$ cat src/rtl/display_driver.sv
// Six-digit multiplexed seven-segment driver for a signed 16-bit result.
// A sequential double-dabble unit produces sign plus 5 BCD digits, which are scanned with leading-zero blanking.
module display_driver #(
   parameter int SCAN_DIV = 50000
) (
   input  logic               clk,
   input  logic               nRST,
   input  logic signed [15:0] value,
   input  logic               valid,
   output logic [6:0]         seg,
   output logic [5:0]         an,
   output logic               busy,
   output logic               done,
   output logic [19:0]        bcd,
   output logic               neg
);
   localparam int               CNT_W     = (SCAN_DIV > 1) ? $clog2(SCAN_DIV) : 1;
   localparam logic [CNT_W-1:0] CNT_MAX   = CNT_W'(SCAN_DIV - 1);
   localparam logic [6:0]       SEG_MINUS = 7'h3F;
   localparam logic [6:0]       SEG_BLANK = 7'h7F;

   typedef enum logic [1:0] {IDLE, CONV, COMMIT} state_t;

   state_t           state_q, state_d;
   logic             valid_q, valid_d;
   logic             pending_q, pending_d;
   logic             neg_w_q, neg_w_d;
   logic [15:0]      mag_q, mag_d;
   logic [19:0]      work_q, work_d;
   logic [3:0]       bit_cnt_q, bit_cnt_d;
   logic [19:0]      bcd_q, bcd_d;
   logic             neg_q, neg_d;
   logic             shown_q, shown_d;
   logic             busy_q, busy_d;
   logic             done_q, done_d;
   logic [CNT_W-1:0] scan_cnt_q, scan_cnt_d;
   logic [2:0]       dig_q, dig_d;
   logic [6:0]       seg_q, seg_d;
   logic [5:0]       an_q, an_d;
   logic             rise;
   logic             wrap;
   logic [19:0]      upper;

   function automatic logic [19:0] dabble_adj(input logic [19:0] w);
      logic [19:0] r;
      r = w;
      for (int i = 0; i < 5; i++) begin
         if (w[i*4 +: 4] >= 4'd5) r[i*4 +: 4] = w[i*4 +: 4] + 4'd3;
      end
      return r;
   endfunction

   function automatic logic [6:0] seg_code(input logic [3:0] d);
      case (d)
         4'd0:    seg_code = 7'h40;
         4'd1:    seg_code = 7'h79;
         4'd2:    seg_code = 7'h24;
         4'd3:    seg_code = 7'h30;
         4'd4:    seg_code = 7'h19;
         4'd5:    seg_code = 7'h12;
         4'd6:    seg_code = 7'h02;
         4'd7:    seg_code = 7'h78;
         4'd8:    seg_code = 7'h00;
         4'd9:    seg_code = 7'h10;
         default: seg_code = SEG_BLANK;
      endcase
   endfunction

   always_comb begin
      rise      = valid & ~valid_q;
      valid_d   = valid;
      state_d   = state_q;
      pending_d = pending_q;
      neg_w_d   = neg_w_q;
      mag_d     = mag_q;
      work_d    = work_q;
      bit_cnt_d = bit_cnt_q;
      bcd_d     = bcd_q;
      neg_d     = neg_q;
      shown_d   = shown_q;
      done_d    = 1'b0;
      case (state_q)
         IDLE: begin
            if (rise || pending_q) begin
               state_d   = CONV;
               neg_w_d   = value[15];
               mag_d     = value[15] ? $unsigned(-value) : $unsigned(value);
               work_d    = '0;
               bit_cnt_d = '0;
               pending_d = 1'b0;
            end
         end
         CONV: begin
            if (rise) pending_d = 1'b1;
            {work_d, mag_d} = {dabble_adj(work_q), mag_q} << 1;
            bit_cnt_d = bit_cnt_q + 4'd1;
            if (bit_cnt_q == 4'd15) state_d = COMMIT;
         end
         COMMIT: begin
            if (rise) pending_d = 1'b1;
            bcd_d   = work_q;
            neg_d   = neg_w_q;
            shown_d = 1'b1;
            done_d  = 1'b1;
            state_d = IDLE;
         end
         default: state_d = IDLE;
      endcase
      // busy stays up through the done cycle so it brackets the whole request
      busy_d = (state_d != IDLE) || (state_q == COMMIT);

      wrap       = (scan_cnt_q == CNT_MAX);
      scan_cnt_d = wrap ? '0 : scan_cnt_q + 1'b1;
      dig_d      = wrap ? ((dig_q == 3'd5) ? 3'd0 : dig_q + 3'd1) : dig_q;

      // Content follows the committing values so a commit shows on the next cycle
      upper = bcd_d >> {dig_q, 2'b00};
      an_d  = ~(6'b000001 << dig_q);
      seg_d = SEG_BLANK;
      if (shown_d) begin
         if (dig_q == 3'd5) seg_d = neg_d ? SEG_MINUS : SEG_BLANK;
         else if (dig_q == 3'd0 || upper != 20'd0) seg_d = seg_code(upper[3:0]);
      end
   end

   always_ff @(posedge clk or negedge nRST) begin
      if (!nRST) begin
         state_q    <= IDLE;
         valid_q    <= 1'b0;
         pending_q  <= 1'b0;
         neg_w_q    <= 1'b0;
         mag_q      <= '0;
         work_q     <= '0;
         bit_cnt_q  <= '0;
         bcd_q      <= '0;
         neg_q      <= 1'b0;
         shown_q    <= 1'b0;
         busy_q     <= 1'b0;
         done_q     <= 1'b0;
         scan_cnt_q <= '0;
         dig_q      <= '0;
         seg_q      <= SEG_BLANK;
         an_q       <= 6'b111111;
      end else begin
         state_q    <= state_d;
         valid_q    <= valid_d;
         pending_q  <= pending_d;
         neg_w_q    <= neg_w_d;
         mag_q      <= mag_d;
         work_q     <= work_d;
         bit_cnt_q  <= bit_cnt_d;
         bcd_q      <= bcd_d;
         neg_q      <= neg_d;
         shown_q    <= shown_d;
         busy_q     <= busy_d;
         done_q     <= done_d;
         scan_cnt_q <= scan_cnt_d;
         dig_q      <= dig_d;
         seg_q      <= seg_d;
         an_q       <= an_d;
      end
   end

   assign seg  = seg_q;
   assign an   = an_q;
   assign busy = busy_q;
   assign done = done_q;
   assign bcd  = bcd_q;
   assign neg  = neg_q;
endmodule

$ cat config.mk
export PLATFORM = sky130hd
export DESIGN_NAME = display_driver
export DESIGN_NICKNAME = d
export VERILOG_FILES = /design/src/rtl/display_driver.sv
export SDC_FILE = /design/constraint.sdc
export NUM_CORES = 1
export LEC_CHECK = 0
export ABC_AREA = 1
export BUFFER_PORTS_ARGS = -buffer_cell sky130_fd_sc_hd__buf_2
export CAP_MARGIN = 20
export CORE_ASPECT_RATIO = 1.5
export CORE_MARGIN = 2
export CORE_UTILIZATION = 30
export CTS_CLUSTER_SIZE = 12
export DETAILED_ROUTE_END_ITERATION = 8
export GPL_ROUTABILITY_DRIVEN = 0
export SETUP_SLACK_MARGIN = 0.1
export SYNTH_ARGS = -nofsm -noshare
export SYNTH_HDL_FRONTEND = slang
export SYNTH_SLANG_ARGS = --single-unit
export TNS_END_PERCENT = 50
$ cat constraint.sdc
create_clock -name clk -period 2.6 [get_ports clk]
set_input_delay 0.13 -clock clk [delete_from_list [all_inputs] [get_ports clk]]
set_output_delay 0.13 -clock clk [all_outputs]
set_load 0.02 [all_outputs]
==> key figures <==
Run status
  • Status: finished, final reports clean

Worst setup path
  • Crit Path Category: flip-flop to flip-flop
  • CP startpoint kind: flip-flop
  • CP Data Arrival Time: 2.53 ns
  • R2R depth: 13
  • Most Frequent Cell on Critical Path: nand2_1
  • Critical Path Fanout Max: 19
  • Worst Path Required: 2.86 ns
  • Crit end category: flip-flop
  • Reg-to-reg critical path startpoint: state_q[1]
  • Critical Path Max Stage Delay: 0.44 ns
  • R2R Path End: seg[3]
  • Worst path slowest cell: dfrtp_1
  • R2R setup slack: between 0.3 and 0.4 ns
  • Sequence of cells on the critical path: ha_4 -> inv_4 -> nand2_1 -> nand3_1 -> nand2_1 -> o22ai_1 -> nand2_1 -> nand2_2 -> inv_1 -> ha_1 -> or2_2 -> nand2_1 -> nand2_1

Yosys
  • Synth area leaders: dfrtp_1, nand2_1, inv_1
  • Main combinational cell family by area after synthesis: simple AND/OR/NAND/NOR gates
  • Synth Area in Adders: 0.0521
  • Synth Area in Simple Gates: 0.248
  • EDFF count, synth: 0
  • Synth Area in Compound Gates: 0.118
  • Yosys warning count: 0
  • Mean post-synth cell area: 7.99 sq um
  • Register bit count reported by yosys: 101
  • Cell Area, Synth: 5520 sq um
  • Count leader, synth: nand2_1
  • XOR/XNOR Fraction of Synth Area: 0.0254
  • Synth top cells by count: nand2_1, inv_1, dfrtp_1
  • Syn Nets: 733
  • Synth Instances: 691
  • Most used DFF post-synth: dfrtp_1
  • Distinct cells, synth: between 40 and 50
  • Register area share after synthesis: 0.460
  • Async set or reset register ratio after synthesis: 1.00
  • Mux cell area share after synthesis: 0.00362
  • Post-synth top area share: 0.399
  • Cell taking the most area after synthesis: dfrtp_1

CTS
  • Clock net sink count: slightly above 100
  • CTS buffer count: 9
  • CTS tree: done
  • Clock transition at path regs: 0.07 ns
  • Clock buffer depth: 2
  • Clk_lat worst skew: 0.34 ns
  • Post-CTS Setup Inserts: 0
  • Clk root buf: clkbuf_16
  • CTS H-tree depth: 3

Timing
  • Tcrit/Tclk final: 0.872
  • Max-slew headroom: 0.629
  • Final setup viols: 0
  • RSZ-0062 raised after global routing: no
  • FMAX: 0.441 GHz
  • Worst-Margin Slew: 0.557 ns
  • Clock period minus worst slack: 2.27 ns
  • Setup TNS: 0 ns
  • Final Hold Violating Endpoints: 0
  • Pins over their slew limit: 0
  • Clock skew: 0.00802 ns

Floorplanning
  • Core area: 18,000 sq um
  • I/O pins: 55
  • Horiz. Die Dim: 115 um
  • Die height: around 170 um
  • Rows: 60
  • Die Area: 19,500 sq um
  • Initial Utilization: 0.307

Finish
  • Final net count: 797
  • Area grow syn2layout: 17.0%
  • Layout Utilization: 0.359
  • FILL cells: 1,924
  • # diodes: 0
  • Ratio of cells with drive above 1 in the final layout: 0.163
  • Area of the multi-input gates: 2500 sq um
  • Finished Cell Area: 6460 sq um
  • Reg area: 2540 sq um

Power and ir drop
  • Leak: 3.19 nW
  • Max VDD drop: 0.415 mV
  • Tot Pwr: approximately 5.4 mW
  • Power per cell area: roughly 830 nW/um^2

Placed design
  • Dpl cell area: between 6000 and 7000 sq um
  • DP HPWL: 10,200 um
  • # port buffers: 54

Global route
  • Pin count of the biggest net entering global routing: 43
  • Antenna violations before repair: 0
  • Vias in the first global route: 4,797
  • Total grt overflow: 0
  • Wire length of the first global-routing pass: 22,500 um
  • Total GRT Usage: 0.144

Min path
  • Hold WC Path Type: primary input to flip-flop
  • Min-delay src: value[14]
  • Hold EP: mag_q[14]
  • WHS Path Cells: 3

Drt
  • 1st-pass router iterations: 4
  • Routed WL: 13,200 um
  • Via count: 4,701
  • Iter 0 DRT Violations: 165
  • Drt wl/cell: 13.5 um
  • DR DRC count: 0
  • Drt via density: approximately 4.8
  • Final antenna-violating net count: 0

Run
  • Max Cap Viol: 0
[sequential cells by signal, summed over array words and instances (netlist names), 2 cells and up]
| name | cells |
|---|---|
| an | 6 |
| dig_q | 3 |
| work_q | 20 |
| scan_cnt_q | 16 |
| bcd | 20 |
| state_q | 2 |
| seg | 7 |
| mag_q | 16 |
| bit_cnt_q | 4 |
[cell usage in the layout (no fill, tap or decap), drive strengths merged, types with 4 or more instances in the layout]
| master | count |
|---|---|
| clkbuf | 13 |
| dfstp | 13 |
| inv | 110 |
| nor3 | 7 |
| or2 | 4 |
| xor2 | 14 |
| o32ai | 7 |
| nor4 | 4 |
| nor2 | 64 |
| nand2 | 177 |
| buf | 68 |
| o21ai | 38 |
| dfrtp | 88 |
| nand3 | 49 |
| ha | 23 |
| o2bb2ai | 5 |
| a31oi | 4 |
| o221ai | 10 |
| a21oi | 18 |
| o22ai | 11 |
| nand4 | 7 |
[power by group]
group          leakage (nW)  total [mW]  internal, mW  switching (mW)
sequential             1.28        2.10          1.90           0.195
clock                 0.156        1.48         0.898           0.581
combinational          1.75        1.82         0.648            1.17
total                  3.19        5.40          3.45            1.95
[logic make-up after synthesis]
family | after synthesis
flops | 101
mux | 2
simple gates | 319
xor+xnor | 16
fa+ha+maj | 23
compound gates | 103
buf+inv | 127
[critical path, delay by kind of cell (launching register included)]
| family | cells | cell delay [ns] |
|---|---|---|
| compound gates | 1 | 0.12 |
| flops | 1 | 0.44 |
| fa+ha+maj | 2 | 0.50 |
| simple gates | 8 | 0.89 |
| buf+inv | 2 | 0.25 |
[metal layers]
layer / GRT usage / routed length [um] / vias up
met1: 0.163 / 5540 / 2240
met4: 0.0482 / 287 / 0
met5: 0 / 0 / -
li1: - / - / 2367
met3: 0.0228 / 361 / 26
met2: 0.269 / 7030 / 68
[worst max path at each step]
stage / startpoint / depth (start not counted) / to
after floorplan: state_q[0] / 14 / seg[3]
after global placement: state_q[0] / 14 / seg[3]
after detailed placement: state_q[0] / 14 / seg[3]
after CTS: state_q[0] / 14 / seg[3]
after global routing: state_q[0] / 14 / seg[5]
final: state_q[1] / 13 / seg[3]
[metrics by stage]
stage / hold WS, ns / setup slack (ns) / std cells
after floorplan: -0.166 / 0.420 / 691
after global placement: 0.169 / 0.209 / 959
after detailed placement: 0.171 / 0.143 / 959
after CTS: 0.0846 / 0.108 / 977
after global routing: 0.0938 / 0.114 / 977
final: 0.0836 / 0.333 / 977
[final cells by class]
type | instances | share of cell area
Clock buffer | 13 | 0.0403
Timing Repair Buffer | 70 | 0.0635
Sequential cell | 101 | 0.393
Tap cell | 217 | 0.0420
Multi-Input combinational cell | 463 | 0.386
Inverter | 110 | 0.0643
Clock inverter | 3 | 0.0105
[timing repair]
action / CTS / global route
hold buffers: 2 / 0
gates resized for setup: 0 / 10
endpoints found under the hold margin: 27 / 0
setup endpoints to repair: 0 / 7
Note: power is estimated with default switching activity, not from simulation.
